File: src/rtl/mov_avr_pkg.sv
// mov_avr_pkg: shared definitions for the multi-channel moving-average filter.
//   ch_w()        : channel-id width, max(1, clog2(channels))
//   sum_w()       : running-sum width, data width plus window exponent
//   round_const() : half-LSB of the post-shift result, 2^(log2_depth-1) or 0
//   DEPTH / SUM_W : window depth and sum width of the default configuration
//   sum_t         : running-sum type of the default configuration
// Optional feature macro used by the filter: MOV_AVR_ROUND_EN.
package mov_avr_pkg;

    localparam int DEF_DATA_W     = 8;
    localparam int DEF_LOG2_DEPTH = 3;
    localparam int DEPTH          = 1 << DEF_LOG2_DEPTH;
    localparam int SUM_W          = DEF_DATA_W + DEF_LOG2_DEPTH;

    typedef logic [SUM_W-1:0] sum_t;

    function automatic int ch_w(input int channels);
        return (channels > 1) ? $clog2(channels) : 1;
    endfunction

    function automatic int sum_w(input int data_w, input int log2_depth);
        return data_w + log2_depth;
    endfunction

    function automatic int round_const(input int log2_depth);
        return (log2_depth == 0) ? 0 : (1 << (log2_depth - 1));
    endfunction

endpackage

File: src/rtl/mov_avr_ring.sv
// mov_avr_ring: circular sample store for one channel of the moving-average filter.
// Ports:
//   clk, rst       clock, asynchronous active-high reset
//   clr_i          synchronous clear of samples, pointer and fill count
//   wr_i           write data_i over the oldest sample and advance
//   data_i         incoming sample
//   oldest_o       sample that the next write will overwrite
//   full_next_o    the window will be completely populated once the next write lands
module mov_avr_ring #(
    parameter int DATA_W     = 8,
    parameter int LOG2_DEPTH = 3
) (
    input  logic              clk,
    input  logic              rst,
    input  logic              clr_i,
    input  logic              wr_i,
    input  logic [DATA_W-1:0] data_i,
    output logic [DATA_W-1:0] oldest_o,
    output logic              full_next_o
);

    localparam int RING_D = 1 << LOG2_DEPTH;
    localparam int PTR_W  = (LOG2_DEPTH > 0) ? LOG2_DEPTH : 1;
    localparam int FILL_W = LOG2_DEPTH + 1;

    logic [DATA_W-1:0] mem_q [RING_D];
    logic [PTR_W-1:0]  wp_q, wp_d;
    logic [FILL_W-1:0] fill_q, fill_d;

    always_comb begin
        wp_d        = (wp_q == PTR_W'(RING_D - 1)) ? '0 : wp_q + 1'b1;
        fill_d      = (fill_q == FILL_W'(RING_D)) ? fill_q : fill_q + 1'b1;
        // Already full, or exactly one sample short of full.
        full_next_o = (fill_q >= FILL_W'(RING_D - 1));
        oldest_o    = mem_q[wp_q];
    end

    always_ff @(posedge clk or posedge rst) begin
        if (rst) begin
            for (int i = 0; i < RING_D; i++) mem_q[i] <= '0;
            wp_q   <= '0;
            fill_q <= '0;
        end else if (clr_i) begin
            for (int i = 0; i < RING_D; i++) mem_q[i] <= '0;
            wp_q   <= '0;
            fill_q <= '0;
        end else if (wr_i) begin
            mem_q[wp_q] <= data_i;
            wp_q        <= wp_d;
            fill_q      <= fill_d;
        end
    end

endmodule

File: src/rtl/mov_avr_mc.sv
// mov_avr_mc: multi-channel moving-average filter over a 2^LOG2_DEPTH window.
// One result per accepted sample, one cycle after acceptance; channels interleave freely.
// Ports:
//   clk, rst     clock, asynchronous active-high reset
//   en           global enable; inputs ignored while low
//   clr          synchronous clear of all channel state
//   in_valid     sample present; in_ch channel id; in_data sample value
//   out_valid    one-cycle pulse per accepted sample
//   out_ch       channel of the result; out_avg window average
//   out_full     the channel's window was fully populated for this result
// Optional feature: define MOV_AVR_ROUND_EN for round-half-up instead of floor.
module mov_avr_mc
    import mov_avr_pkg::*;
#(
    parameter int  DATA_W     = 8,
    parameter int  LOG2_DEPTH = 3,
    parameter int  CHANNELS   = 4,
    parameter int  SIGNED     = 0,
    localparam int CH_W       = ch_w(CHANNELS)
) (
    input  logic              clk,
    input  logic              rst,
    input  logic              en,
    input  logic              clr,
    input  logic              in_valid,
    input  logic [CH_W-1:0]   in_ch,
    input  logic [DATA_W-1:0] in_data,
    output logic              out_valid,
    output logic [CH_W-1:0]   out_ch,
    output logic [DATA_W-1:0] out_avg,
    output logic              out_full
);

    localparam int L_SUM_W = sum_w(DATA_W, LOG2_DEPTH);

`ifdef MOV_AVR_ROUND_EN
    localparam logic [L_SUM_W:0] RND = (L_SUM_W + 1)'(round_const(LOG2_DEPTH));
`else
    localparam logic [L_SUM_W:0] RND = '0;
`endif

    logic                accept;
    logic [CHANNELS-1:0] wr;
    logic [CHANNELS-1:0] full_next;
    logic [DATA_W-1:0]   oldest_all [CHANNELS];
    logic [L_SUM_W-1:0]  sum_q      [CHANNELS];

    logic [DATA_W-1:0]   oldest;
    logic [L_SUM_W-1:0]  sum_sel, old_ext, new_ext, sum_d;
    logic [L_SUM_W:0]    sum_x, rnd;
    logic                full_sel;
    logic [DATA_W-1:0]   avg_d;

    logic                out_valid_q;
    logic [CH_W-1:0]     out_ch_q;
    logic [DATA_W-1:0]   out_avg_q;
    logic                out_full_q;

    assign accept = en && in_valid && !clr && (int'(in_ch) < CHANNELS);

    for (genvar g = 0; g < CHANNELS; g++) begin : g_ring
        mov_avr_ring #(
            .DATA_W     (DATA_W),
            .LOG2_DEPTH (LOG2_DEPTH)
        ) u_ring (
            .clk         (clk),
            .rst         (rst),
            .clr_i       (clr),
            .wr_i        (wr[g]),
            .data_i      (in_data),
            .oldest_o    (oldest_all[g]),
            .full_next_o (full_next[g])
        );
    end

    always_comb begin
        wr       = '0;
        oldest   = '0;
        sum_sel  = '0;
        full_sel = 1'b0;
        for (int c = 0; c < CHANNELS; c++) begin
            if (in_ch == CH_W'(c)) begin
                wr[c]    = accept;
                oldest   = oldest_all[c];
                sum_sel  = sum_q[c];
                full_sel = full_next[c];
            end
        end

        if (SIGNED != 0) begin
            old_ext = L_SUM_W'($signed(oldest));
            new_ext = L_SUM_W'($signed(in_data));
        end else begin
            old_ext = L_SUM_W'(oldest);
            new_ext = L_SUM_W'(in_data);
        end

        // The true window sum always fits SUM_W bits, so wraparound in the
        // intermediate subtraction cancels out.
        sum_d = sum_sel - old_ext + new_ext;

        // One extra bit so the rounding constant cannot overflow the sum.
        sum_x = (SIGNED != 0) ? {sum_d[L_SUM_W-1], sum_d} : {1'b0, sum_d};
        rnd   = sum_x + RND;

        if (SIGNED != 0) avg_d = DATA_W'($signed(rnd) >>> LOG2_DEPTH);
        else             avg_d = DATA_W'(rnd >> LOG2_DEPTH);
    end

    always_ff @(posedge clk or posedge rst) begin
        if (rst) begin
            for (int c = 0; c < CHANNELS; c++) sum_q[c] <= '0;
            out_valid_q <= 1'b0;
            out_ch_q    <= '0;
            out_avg_q   <= '0;
            out_full_q  <= 1'b0;
        end else begin
            // accept is already false under clr or en low.
            out_valid_q <= accept;
            if (clr) begin
                for (int c = 0; c < CHANNELS; c++) sum_q[c] <= '0;
            end else if (accept) begin
                for (int c = 0; c < CHANNELS; c++) begin
                    if (wr[c]) sum_q[c] <= sum_d;
                end
                out_ch_q   <= in_ch;
                out_avg_q  <= avg_d;
                out_full_q <= full_sel;
            end
        end
    end

    assign out_valid = out_valid_q;
    assign out_ch    = out_ch_q;
    assign out_avg   = out_avg_q;
    assign out_full  = out_full_q;

endmodule

File: config.mk
export PLATFORM = sky130hd
export DESIGN_NAME = mov_avr_mc
export DESIGN_NICKNAME = d
export VERILOG_FILES = /design/src/rtl/mov_avr_pkg.sv /design/src/rtl/mov_avr_ring.sv /design/src/rtl/mov_avr_mc.sv
export SDC_FILE = /design/constraint.sdc
export NUM_CORES = 1
export LEC_CHECK = 0
export CORE_ASPECT_RATIO = 0.8
export CORE_MARGIN = 3
export CORE_UTILIZATION = 60
export CTS_BUF_LIST = sky130_fd_sc_hd__clkbuf_8 sky130_fd_sc_hd__clkbuf_16
export DETAILED_ROUTE_END_ITERATION = 16
export PLACE_DENSITY = 0.86
export SYNTH_ARGS = -nofsm -noshare
export SYNTH_HDL_FRONTEND = slang
export SYNTH_SLANG_ARGS = --single-unit
File: constraint.sdc
create_clock -name clk -period 28.9 [get_ports clk]
set_clock_uncertainty 0.05 [all_clocks]
set_input_delay 8.67 -clock clk [delete_from_list [all_inputs] [get_ports clk]]
set_output_delay 8.67 -clock clk [all_outputs]
set_load 0.05 [all_outputs]
==> results of run 1 <==
[kinds of logic (layout without fill, tap and decap cells)]
kind of cell / after synthesis / in the layout / share of synthesized area [%]
AND/OR/NAND/NOR: 548 / 548 / 14.9
XOR/XNOR: 14 / 14 / 0.698
flip-flops: 340 / 340 / 48.4
AO/OA/AOI/OAI: 213 / 213 / 8.13
buffers and inverters: 154 / 139 / 3.66
adder cells (fa/ha/maj): 35 / 35 / 2.84
multiplexers: 343 / 343 / 21.4
[registers in the layout, indices dropped and copies added (netlist names)]
register	count
g_ring.u_ring.mem_q	256
sum_q	44
g_ring.u_ring.fill_q	16
g_ring.u_ring.wp_q	12
out_avg	8
out_ch	2
out_full	1
out_valid	1
[layout by cell type (no fill, tap or decap), types with 16 or more instances in the layout]
cell type and count:
mux4_2 23, clkbuf_16 37, o21ai_0 52, mux2i_1 293
a221oi_1 18, ha_1 27, nand3_1 28, clkdlybuf4s50_1 24
a22oi_1 18, buf_4 30, a21oi_1 40, dfrtp_1 340
mux2_2 27, inv_1 30, nor2b_1 16, nor2_1 304
nand2_1 84, o31ai_1 16, nand3b_1 36
[power groups by stage]
stage | Clock [W] | Sequential, W | Combinational (W)
floorplan | 0 | 0.000512 | 0.0000623
global placement | 0 | 0.000497 | 0.000109
detailed placement | 0 | 0.000498 | 0.000112
CTS | 0.000457 | 0.000489 | 0.000112
global route | 0.000479 | 0.000490 | 0.000123
finish | 0.000454 | 0.000489 | 0.000113
[per-layer routing]
| layer | global-route usage, % | share of wire, % |
|---|---|---|
| met3 | 7.07 | 9.3 |
| met5 | 0 | 0.029 |
| met1 | 41.4 | 42 |
| met2 | 43.6 | 45 |
| met4 | 9.88 | 3.3 |
[metrics by stage]
step           power, W  hold WS (ns)  utilization [%]  instance area (µm²)  setup WS (ns)
2_1_floorplan  0.000574         0.394                -                17600          10.76
3_3_place_gp   0.000606         0.408             62.9                18000          16.32
3_5_place_dp   0.000609         0.420             62.9                18000          16.18
4_1_cts         0.00106         0.434             66.9                19100          16.69
5_1_grt         0.00109         0.465             66.9                19100          16.35
6_report        0.00106         0.428             66.9                19100          16.61
[how the worst min path moves through the flow]
| stage | from | end | depth (start not counted) | slack [ns] |
|---|---|---|---|---|
| after global placement | out_ch[0]$_DFFE_PP0P_ | out_ch[0]$_DFFE_PP0P_ | 2 | 0.41 |
| after global routing | sum_q[43]$_DFFE_PP0P_ | sum_q[43]$_DFFE_PP0P_ | 2 | 0.46 |
| after floorplan | sum_q[41]$_DFFE_PP0P_ | sum_q[41]$_DFFE_PP0P_ | 2 | 0.39 |
| after detailed placement | out_ch[1]$_DFFE_PP0P_ | out_ch[1]$_DFFE_PP0P_ | 2 | 0.42 |
| after CTS | out_avg[0]$_DFFE_PP0P_ | out_avg[0]$_DFFE_PP0P_ | 2 | 0.43 |
| final | sum_q[40]$_DFFE_PP0P_ | sum_q[40]$_DFFE_PP0P_ | 2 | 0.43 |
[final cells by class]
type / count / area (µm²) / share of cell area [%]
tap: 370 / 463 / 2.42
inverter: 23 / 95.1 / 0.497
timing repair buffer: 56 / 485 / 2.54
clock inverter: 16 / 125 / 0.654
sequential: 340 / 8510 / 44.5
clock buffer: 44 / 1020 / 5.35
multi-input combinational: 1153 / 8420 / 44.0
[tightest hold or removal path, delay by kind of cell (launching register included)]
kind	cells	cell delay (ns)
AOI/OAI and AO/OA	1	0.06
DFF	1	0.34
and+or+nand+nor	1	0.05
==> summary.txt, run 1 <==
Setup path
  • Worst path required time: 29.23 ns
  • Crit Path Category: in2reg
  • Sequence of cells on the critical path: clkdlybuf4s50_1 > buf_4 > nor2b_1 > o21ai_0 > a31oi_1 > a21oi_1 > o211ai_1 > fa_1 > ha_1 > and4_1 > o21ai_0 > a311oi_1 > o21ai_0
  • FF-to-FF setup slack: 23.82 ns
  • Worst Setup SP: in_ch[1]
  • Critical path fanouts, max: 26
  • Crit-path max cell delay: 0.61 ns
  • R2r worst-path depth: 14
  • WP data arrival: 12.62 ns
  • Most frequent CP cell: o21ai_0
  • Reg2reg start: g_ring[3].u_ring.wp_q[0]$_DFFE_PP0P_
  • Slowest cell on crit path: a311oi_1
  • Worst setup EP type: flip-flop
  • Cell depth of the worst setup path: 13
  • CP top delay family: compound AO/OA/AOI/OAI gates
  • Worst reg2reg endpoint: sum_q[30]$_DFFE_PP0P_
  • Worst Path Buf+Inv: 2
  • Startpoint types: input port
  • Worst setup path end: sum_q[31]$_DFFE_PP0P_

Pwr
  • Leak: 9.00 nW
  • Sw power: 0.000273 W
  • Comb pwr share: 10.7%
  • Max IR drop VDD: 0.0000432 V
  • Clock share of power: 43.0%
  • Pint: 0.000783 W
  • Sequential power share: 46.3%
  • Sw frac: 25.8%
  • Pwr per Cell Area: 55.3 nW/µm²

Clocking
  • Clock sink count: 340
  • H-Tree Depth: 2
  • Clock latency on the worst-skew pair: 0.53 ns
  • CTS tree: built
  • CTS Buf Count: 34
  • Setup Fix Bufs, Post-CTS: 0
  • CTS max path bufs: 3
  • Hold buffer count at cts: 0
  • Worst-path clk slew: 0.06 ns
  • Root Buffer: clkbuf_16
  • Number of gates resized after cts: 0

Yosys
  • Seq cells post-synth: 340
  • Ys flop type: dfrtp_1
  • Unique masters post-synth: 68
  • Syn nets: 1,697
  • Biggest area consumer among synthesized cells: dfrtp_1
  • Yosys top cell area share: 48.4%
  • Syn Std Cell Area: 17,600 µm²
  • Most area-consuming cells after synthesis: dfrtp_1 48%, mux2i_1 17%, nor2_1 6.5%, mux4_2 2.9%, ha_1 1.9%
  • Number of flops mapped to enable cells by yosys: 0
  • Syn Area/Cell: 10.7 µm²
  • Sequential area share after synthesis: 48.4%
  • YS warnings: 0
  • Cells after synthesis: 1,647
  • Async SR Flop Fraction: 100%
  • Most numerous cell in the Yosys netlist: dfrtp_1
  • Commonest cells in the netlist: 340 x dfrtp_1, 304 x nor2_1, 293 x mux2i_1

Cells and area
  • ANT cells: 0
  • Final Non-Filler Cells: 2,002
  • Layout Nets: 1,658
  • Fraction of layout cells with a size suffix above 1: 9.62%
  • Area growth, synth to finish: 8.85%
  • Filler Cells Inserted: 2,018

Placed design
  • PortBufs: 26
  • Dpl hpwl: 28,000 µm
  • Gpl congestion: 0.892
  • Placed insts: 1,942

Die
  • Rows: 55
  • CORE AREA: 28,600 µm²
  • DIE AREA: 31,400 µm²
  • Die height: 159 µm
  • Starting density of the core: 61.5%
  • I/O pin count: 27
  • Die X: 197 µm

GRT
  • Pin count of the biggest net entering global routing: 120
  • First-pass GRT wire length: 73,000 µm
  • GRT overflow: 0
  • Vias in the first global route: 13,100
  • Gr usage total: 28.9%
  • Initial antenna violation count: 1

Route
  • Via Count: 13,000
  • WL/cell: 22.4 µm
  • Initial DRC Count: 1,454
  • DRC: 0
  • DRT Pass-1 Iters: 6
  • Routed Antenna Nets: 0
  • Via-per-instance ratio: 6.50
  • Routed wire length: 44,900 µm

Timing
  • Final setup TNS: 0 ns
  • Worst Tran Pin Value: 1.30 ns
  • Final setup vio count: 0
  • Max transition margin: 12.9%
  • RSZ-0062 raised after global routing: no
  • Fin. Hold Viols: 0
  • Period minus WS final: 12.29 ns
  • Fin. max-slew vios: 0
  • FMAX: 81.4 MHz
  • Tcrit/Tclk final: 42.5%

Status
  • Outcome: finished clean

Run
  • Max-cap violation count: 0

Hold path
  • Worst Hold Class: reg2reg
(Power assumes the default switching activity.)
==> inputs of run 2 (changes only) <==
Settings changed: CORE_UTILIZATION 60 to 57.
Clock period 28.9 ns to 10.35 ns, I/O delays scaled along.
==> run 2 against run 1 <==
Sequential share of layout area decreased by 0.093 points. Clock-buffer cell count increased by 2. First-iteration DRC count increased by 5.1%. Highest routed layer unchanged.
==> summary.txt, run 2 (synthesized netlist as in run 1, its figures left out) <==
Cells and area
  • Filler Cells Inserted: 2,240 (+11%)
  • Register with the highest flop count: g_ring.u_ring.mem_q
  • Fraction of layout cells with a size suffix above 1: 9.97% (+0.35 points)
  • Layout Nets: 1,660 (+0.12%)
  • Area growth, synth to finish: 9.08%
  • Top flop regs: g_ring.u_ring.mem_q (256), sum_q (44), g_ring.u_ring.fill_q (16)
  • Final Core Density: 64.2% (-2.8 points)
  • Max FFs per register: 256 (unchanged)
  • ANT cells: 0 (unchanged)
  • Reg area: 8510 µm² (unchanged)
  • Final Non-Filler Cells: 2,041 (+1.9%)
  • Most common cell after layout, fill and taps aside: dfrtp_1
  • Most frequent cells in the layout: 340 x dfrtp_1, 304 x nor2_1, 293 x mux2i_1, 84 x nand2_1, 52 x o21ai_0
  • Multi-input gate area: 8420 µm² (unchanged)

Placed design
  • PortBufs: 26 (unchanged)
  • Placed insts: 1,980 (+2.0%)
  • Dpl hpwl: 27,700 µm (-0.93%)
  • Gpl congestion: 0.935 (+4.9%)

Die
  • Rows: 56 (+1.8%)
  • Die height: 163 µm (+2.5%)
  • Starting density of the core: 58.8% (-2.7 points)
  • CORE AREA: 29,800 µm² (+4.5%)
  • DIE AREA: 33,000 µm² (+5.1%)
  • I/O pin count: 27 (unchanged)
  • Die X: 202 µm (+2.5%)

Timing
  • FMAX: 137 MHz
  • Fin. max-slew vios: 0 (unchanged)
  • Period minus WS final: 7.30 ns
  • Max transition margin: 26.4% (+13 points)
  • Fin. Hold Viols: 0 (unchanged)
  • Final setup TNS: 0 ns (unchanged)
  • Final setup vio count: 0 (unchanged)
  • Worst Tran Pin Value: 1.10 ns (-0.197 ns)
  • Tcrit/Tclk final: 70.5%
  • RSZ-0062 raised after global routing: no

Pwr
  • Pwr Total: 0.00293 W (+180%)
  • Sequential power share: 46.7% (+0.4 points)
  • Max IR drop VDD: 0.000138 V (+220%)
  • Clock share of power: 42.4% (-0.6 points)
  • Pint: 0.00215 W (+180%)
  • Pwr per Cell Area: 153 nW/µm² (+180%)
  • Leak: 8.98 nW (-0.22%)
  • Comb pwr share: 11.0% (+0.3 points)
  • Sw frac: 26.3% (+0.49 points)
  • Sw power: 0.000770 W (+180%)

Route
  • Initial DRC Count: 1,528 (+5.1%)
  • Via-per-instance ratio: 6.40 (-1.5%)
  • Routed wire length: 44,900 µm (about the same)
  • DRT Pass-1 Iters: 6 (unchanged)
  • Routed Antenna Nets: 0 (unchanged)
  • Via Count: 13,100 (+0.45%)
  • WL/cell: 22.0 µm (-1.8%)
  • DRC: 0 (unchanged)

Setup path
  • Slowest cell on crit path: clkdlybuf4s50_1
  • Worst Setup SP: in_ch[1]
  • Most frequent CP cell: a21o_1
  • Crit Path Category: in2reg
  • Worst Path Buf+Inv: 2 (unchanged)
  • Worst setup EP type: flip-flop
  • Cell depth of the worst setup path: 14 (+1)
  • Worst path required time: 10.68 ns (-18.55 ns)
  • WP data arrival: 7.62 ns (-5.00 ns)
  • Crit-path max cell delay: 0.93 ns (+0.32 ns)
  • Startpoint types: input port
  • Reg2reg start: g_ring[1].u_ring.wp_q[2]$_DFFE_PP0P_
  • Worst reg2reg endpoint: out_avg[5]$_DFFE_PP0P_
  • Sequence of cells on the critical path: clkdlybuf4s50_1 > buf_4 > nand2b_1 > a31oi_1 > o31ai_1 > o32a_1 > o311ai_0 > fa_1 > ha_1 > a21o_1 > a21o_1 > o2111a_1 > a211oi_1 > o21ai_0
  • Worst setup path end: sum_q[29]$_DFFE_PP0P_
  • CP top delay family: compound AO/OA/AOI/OAI gates
  • FF-to-FF setup slack: 5.20 ns (-18.62 ns)
  • R2r worst-path depth: 15 (+1)
  • Critical path fanouts, max: 15 (-42%)

GRT
  • Initial antenna violation count: 1 (unchanged)
  • Pin count of the biggest net entering global routing: 114 (-5.0%)
  • First-pass GRT wire length: 73,300 µm (+0.35%)
  • Gr usage total: 27.7% (-1.2 points)
  • Vias in the first global route: 13,300 (+1.2%)
  • GRT overflow: 0 (unchanged)

Clocking
  • CTS tree: built
  • Worst-path clk slew: 0.06 ns (about the same)
  • CTS Buf Count: 34 (unchanged)
  • Number of gates resized after cts: 0 (unchanged)
  • Hold buffer count at cts: 0 (unchanged)
  • Clock latency on the worst-skew pair: 0.53 ns (about the same)
  • Root Buffer: clkbuf_16
  • H-Tree Depth: 2 (unchanged)
  • CTS max path bufs: 3 (unchanged)
  • Clock sink count: 340 (unchanged)
  • Setup Fix Bufs, Post-CTS: 0 (unchanged)

Status
  • Outcome: finished clean

Hold path
  • Worst Hold Class: reg2reg

Run
  • Max-cap violation count: 0 (unchanged)
run 2: worst min path at each step:
stage                     cells after the start  slack, ns               endpoint             startpoint
after floorplan                               2       0.39  sum_q[41]$_DFFE_PP0P_  sum_q[41]$_DFFE_PP0P_
after global placement                        2       0.41  sum_q[40]$_DFFE_PP0P_  sum_q[40]$_DFFE_PP0P_
after detailed placement                      2       0.41  out_ch[1]$_DFFE_PP0P_  out_ch[1]$_DFFE_PP0P_
after CTS                                     2       0.43  out_ch[1]$_DFFE_PP0P_  out_ch[1]$_DFFE_PP0P_
after global routing                          2       0.45  sum_q[43]$_DFFE_PP0P_  sum_q[43]$_DFFE_PP0P_
final                                         2       0.42  out_ch[1]$_DFFE_PP0P_  out_ch[1]$_DFFE_PP0P_
run 2: power groups by stage:
| stage | sequential [W] | clock, W | combinational, W |
|---|---|---|---|
| after detailed placement | 0.00139 | 0 | 0.000315 |
| after global routing | 0.00137 | 0.00130 | 0.000345 |
| final | 0.00137 | 0.00124 | 0.000321 |
| after CTS | 0.00136 | 0.00125 | 0.000318 |
| after global placement | 0.00139 | 0 | 0.000305 |
| after floorplan | 0.00143 | 0 | 0.000174 |
run 2: cell type report:
class,instances,area share [%]
Tap cell,406,2.65
Clock inverter,15,0.398
Clock buffer,46,5.48
Multi-Input combinational cell,1153,43.9
Sequential cell,340,44.4
Inverter,23,0.477
Timing Repair Buffer,58,2.64
run 2: metrics by stage:
| stage | hold slack (ns) | setup slack, ns | instance area [µm²] |
|---|---|---|---|
| after detailed placement | 0.412 | 2.67 | 18000 |
| after floorplan | 0.394 | 2.65 | 17600 |
| after CTS | 0.428 | 3.18 | 19200 |
| final | 0.422 | 3.05 | 19200 |
| after global placement | 0.409 | 2.93 | 18000 |
| after global routing | 0.455 | 2.84 | 19200 |
run 2: per-layer routing:
metal | vias up | wire length [µm] | global-route usage (%)
li1 | 5723 | - | -
met1 | 6578 | 18500 | 39.1
met2 | 645 | 20800 | 42.9
met3 | 120 | 4290 | 6.57
met4 | 2 | 1360 | 9.13
met5 | - | 13 | 0
run 2: worst reg2reg max path: stages (launching register included):
cell and delay (ns):
dfrtp_1 1.08, nor2_1 0.39, a221oi_1 0.42, nor2_1 0.14, or3_1 0.37, a32o_1 0.26, ha_1 0.27, inv_1 0.05
ha_1 0.15, inv_1 0.07, fa_1 0.45, nand2b_1 0.17, a21oi_1 0.28, o21ai_0 0.15, a21boi_0 0.53, o31ai_1 0.18
==> inputs of run 3 (changes only) <==
Clock period 10.35 ns to 6 ns, I/O delays scaled along.
==> run 3 against run 2 <==
Flip-flop and latch count stayed put. Worst hold slack improved by 0.0013 ns. Global-route usage is 0.18 points higher. Via count down 0.34%. Largest cell class unchanged. Sequential power rose by 72%. Utilization about the same.
==> summary.txt, run 3 (synthesized netlist as in run 1, its figures left out) <==
Die
  • Die height: 163 µm (unchanged)
  • Rows: 56 (unchanged)
  • I/O pin count: 27 (unchanged)
  • CORE AREA: 29,800 µm² (unchanged)
  • DIE AREA: 33,000 µm² (unchanged)
  • Starting density of the core: 58.8% (unchanged)
  • Die X: 202 µm (unchanged)

Clocking
  • H-Tree Depth: 2 (unchanged)
  • Number of gates resized after cts: 0 (unchanged)
  • Setup Fix Bufs, Post-CTS: 0 (unchanged)
  • Hold buffer count at cts: 0 (unchanged)
  • CTS tree: built
  • Root Buffer: clkbuf_16
  • Clock sink count: 340 (unchanged)
  • CTS max path bufs: 3 (unchanged)
  • Worst-path clk slew: 0.06 ns (about the same)
  • Clock latency on the worst-skew pair: 0.53 ns (about the same)
  • CTS Buf Count: 34 (unchanged)

Timing
  • Final setup TNS: 0 ns (unchanged)
  • Fin. Hold Viols: 0 (unchanged)
  • Tcrit/Tclk final: 91.0%
  • FMAX: 183 MHz
  • Worst Tran Pin Value: 1.16 ns (+0.0520 ns)
  • Fin. max-slew vios: 0 (unchanged)
  • Period minus WS final: 5.46 ns
  • Worst Slack Setup Final: 0.539 ns (-2.51 ns)
  • Final setup vio count: 0 (unchanged)
  • Max transition margin: 22.9% (-3.5 points)
  • RSZ-0062 raised after global routing: no

Setup path
  • Reg2reg start: g_ring[1].u_ring.wp_q[0]$_DFFE_PP0P_
  • Worst Path Buf+Inv: 2 (unchanged)
  • Cell depth of the worst setup path: 13 (-1)
  • CP top delay family: compound AO/OA/AOI/OAI gates
  • WP data arrival: 5.77 ns (-1.85 ns)
  • Sequence of cells on the critical path: clkdlybuf4s50_1 > buf_4 > nand2_1 > a221oi_1 > o211ai_1 > nand4_1 > fa_1 > ha_1 > a21o_1 > and4_1 > o2111a_1 > a211oi_1 > o21ai_0
  • Critical path fanouts, max: 12 (-3)
  • Worst path required time: 6.31 ns (-4.37 ns)
  • R2r worst-path depth: 15 (unchanged)
  • FF-to-FF setup slack: 0.92 ns (-4.28 ns)
  • Startpoint types: input port
  • Crit-path max cell delay: 0.67 ns (-0.26 ns)
  • Worst setup EP type: flip-flop
  • Slowest cell on crit path: clkdlybuf4s50_1
  • Worst reg2reg endpoint: sum_q[30]$_DFFE_PP0P_
  • Worst Setup SP: in_ch[0]
  • Crit Path Category: in2reg
  • Worst setup path end: sum_q[29]$_DFFE_PP0P_

Placed design
  • Dpl hpwl: 28,600 µm (+2.9%)
  • DP Worst Slack: 0.0923 ns (-2.57 ns)
  • Gpl congestion: 0.922 (-1.4%)
  • PortBufs: 26 (unchanged)

Cells and area
  • Top flop regs: g_ring.u_ring.mem_q (256), sum_q (44), g_ring.u_ring.fill_q (16)
  • Area growth, synth to finish: 9.12% (about the same)
  • Most frequent cells in the layout: 340 x dfrtp_1, 304 x nor2_1, 293 x mux2i_1, 84 x nand2_1, 52 x o21ai_0
  • Layout Nets: 1,664 (+0.24%)
  • ANT cells: 0 (unchanged)
  • Max FFs per register: 256 (unchanged)
  • Most common cell after layout, fill and taps aside: dfrtp_1
  • Fraction of layout cells with a size suffix above 1: 9.81% (-0.16 points)
  • Register with the highest flop count: g_ring.u_ring.mem_q

Hold path
  • Worst Hold Class: reg2reg

GRT
  • Met1 usage: 38.2% (-0.93 points)
  • Gr usage total: 27.9% (+0.18 points)
  • Met3 usage: 7.01% (+0.44 points)
  • Pin count of the biggest net entering global routing: 123 (+7.9%)
  • Vias in the first global route: 13,400 (+1.2%)
  • Initial antenna violation count: 2 (+1)
  • Met2 usage: 43.4% (+0.55 points)
  • Most Crowded Layer GR: met2
  • First-pass GRT wire length: 73,100 µm (-0.21%)
  • GRT overflow: 0 (unchanged)

Route
  • DRT Pass-1 Iters: 8 (+2)
  • DRC: 0 (unchanged)
  • WL/cell: 22.3 µm (+1.2%)
  • Via-per-instance ratio: 6.39 (-0.15%)
  • Via Count: 13,000 (-0.34%)
  • Routed Antenna Nets: 0 (unchanged)
  • Routed wire length: 45,400 µm (+0.97%)
  • Initial DRC Count: 1,275 (-17%)

Pwr
  • Clock share of power: 41.8% (-0.6 points)
  • Sw power: 0.00132 W (+71%)
  • Sequential power share: 47.1% (+0.4 points)
  • Sw frac: 26.3% (-0.067 points)
  • Comb pwr share: 11.1% (about the same)
  • Leak: 8.98 nW (about the same)
  • Pwr per Cell Area: 261 nW/µm² (+71%)
  • Max IR drop VDD: 0.000218 V (+58%)
  • Pint: 0.00369 W (+71%)

Status
  • Outcome: finished clean

Run
  • Max-cap violation count: 0 (unchanged)
## run 3: cell types whose count changed in the layout (fill, tap and decap cells not counted), sizes merged
cell	before	now
buf	33	37
clkbuf	46	43
clkinvlp	4	2
bufinv	0	1
clkinv	8	3
inv	26	27
## run 3: routing by layer
metal | vias up | part of all wire, %
met5 | - | 0.064
met4 | 4 | 3.7
met3 | 139 | 9.1
met2 | 612 | 46
met1 | 6550 | 41
li1 | 5718 | -
## run 3: worst register-to-register path, cell delays in order (launching register included)
cell and delay (ns):
dfrtp_1 0.91, nor2_1 0.36, a221oi_1 0.45, nor2_1 0.13
or3_1 0.40, a32o_1 0.28, ha_1 0.27, inv_1 0.06
ha_1 0.15, inv_1 0.07, fa_1 0.46, nand2b_1 0.18
a21oi_1 0.31, o21ai_0 0.17, a21boi_0 0.52, o31ai_1 0.16
## run 3: through the flow
| stage | util, % | hold slack, ns | instances | power, W | instance area [µm²] |
|---|---|---|---|---|---|
| 2_1_floorplan | - | 0.394 | 1647 | 0.00277 | 17600 |
| 4_1_cts | 64.2 | 0.427 | 2037 | 0.00502 | 19200 |
| 3_5_place_dp | 60.6 | 0.412 | 1984 | 0.00294 | 18100 |
| 5_1_grt | 64.2 | 0.456 | 2037 | 0.00517 | 19200 |
| 3_3_place_gp | 60.6 | 0.408 | 1984 | 0.00293 | 18100 |
| 6_report | 64.2 | 0.424 | 2037 | 0.00501 | 19200 |
## run 3: final cells by class
class,count,area (µm²)
Fill cell,2256,10700
Sequential cell,340,8510
Multi-Input combinational cell,1153,8420
Clock buffer,43,986
Timing Repair Buffer,62,573
Tap cell,406,508
Inverter,23,91.3
Clock inverter,10,80.1
## run 3: worst min path at each step
stage,startpoint,to,slack [ns],cells after the start
final,out_ch[0]$_DFFE_PP0P_,out_ch[0]$_DFFE_PP0P_,0.42,2
after global routing,out_ch[0]$_DFFE_PP0P_,out_ch[0]$_DFFE_PP0P_,0.46,2
after CTS,out_ch[0]$_DFFE_PP0P_,out_ch[0]$_DFFE_PP0P_,0.43,2
after detailed placement,out_ch[0]$_DFFE_PP0P_,out_ch[0]$_DFFE_PP0P_,0.41,2
after global placement,out_ch[0]$_DFFE_PP0P_,out_ch[0]$_DFFE_PP0P_,0.41,2
after floorplan,sum_q[41]$_DFFE_PP0P_,sum_q[41]$_DFFE_PP0P_,0.39,2
## run 3: power by group through the flow
stage               registers, W  clock network, W  logic (W)
finish                   0.00236           0.00210   0.000555
CTS                      0.00236           0.00211   0.000549
floorplan                0.00247                 0   0.000300
global placement         0.00240                 0   0.000533
detailed placement       0.00240                 0   0.000544
global route             0.00236           0.00221   0.000599
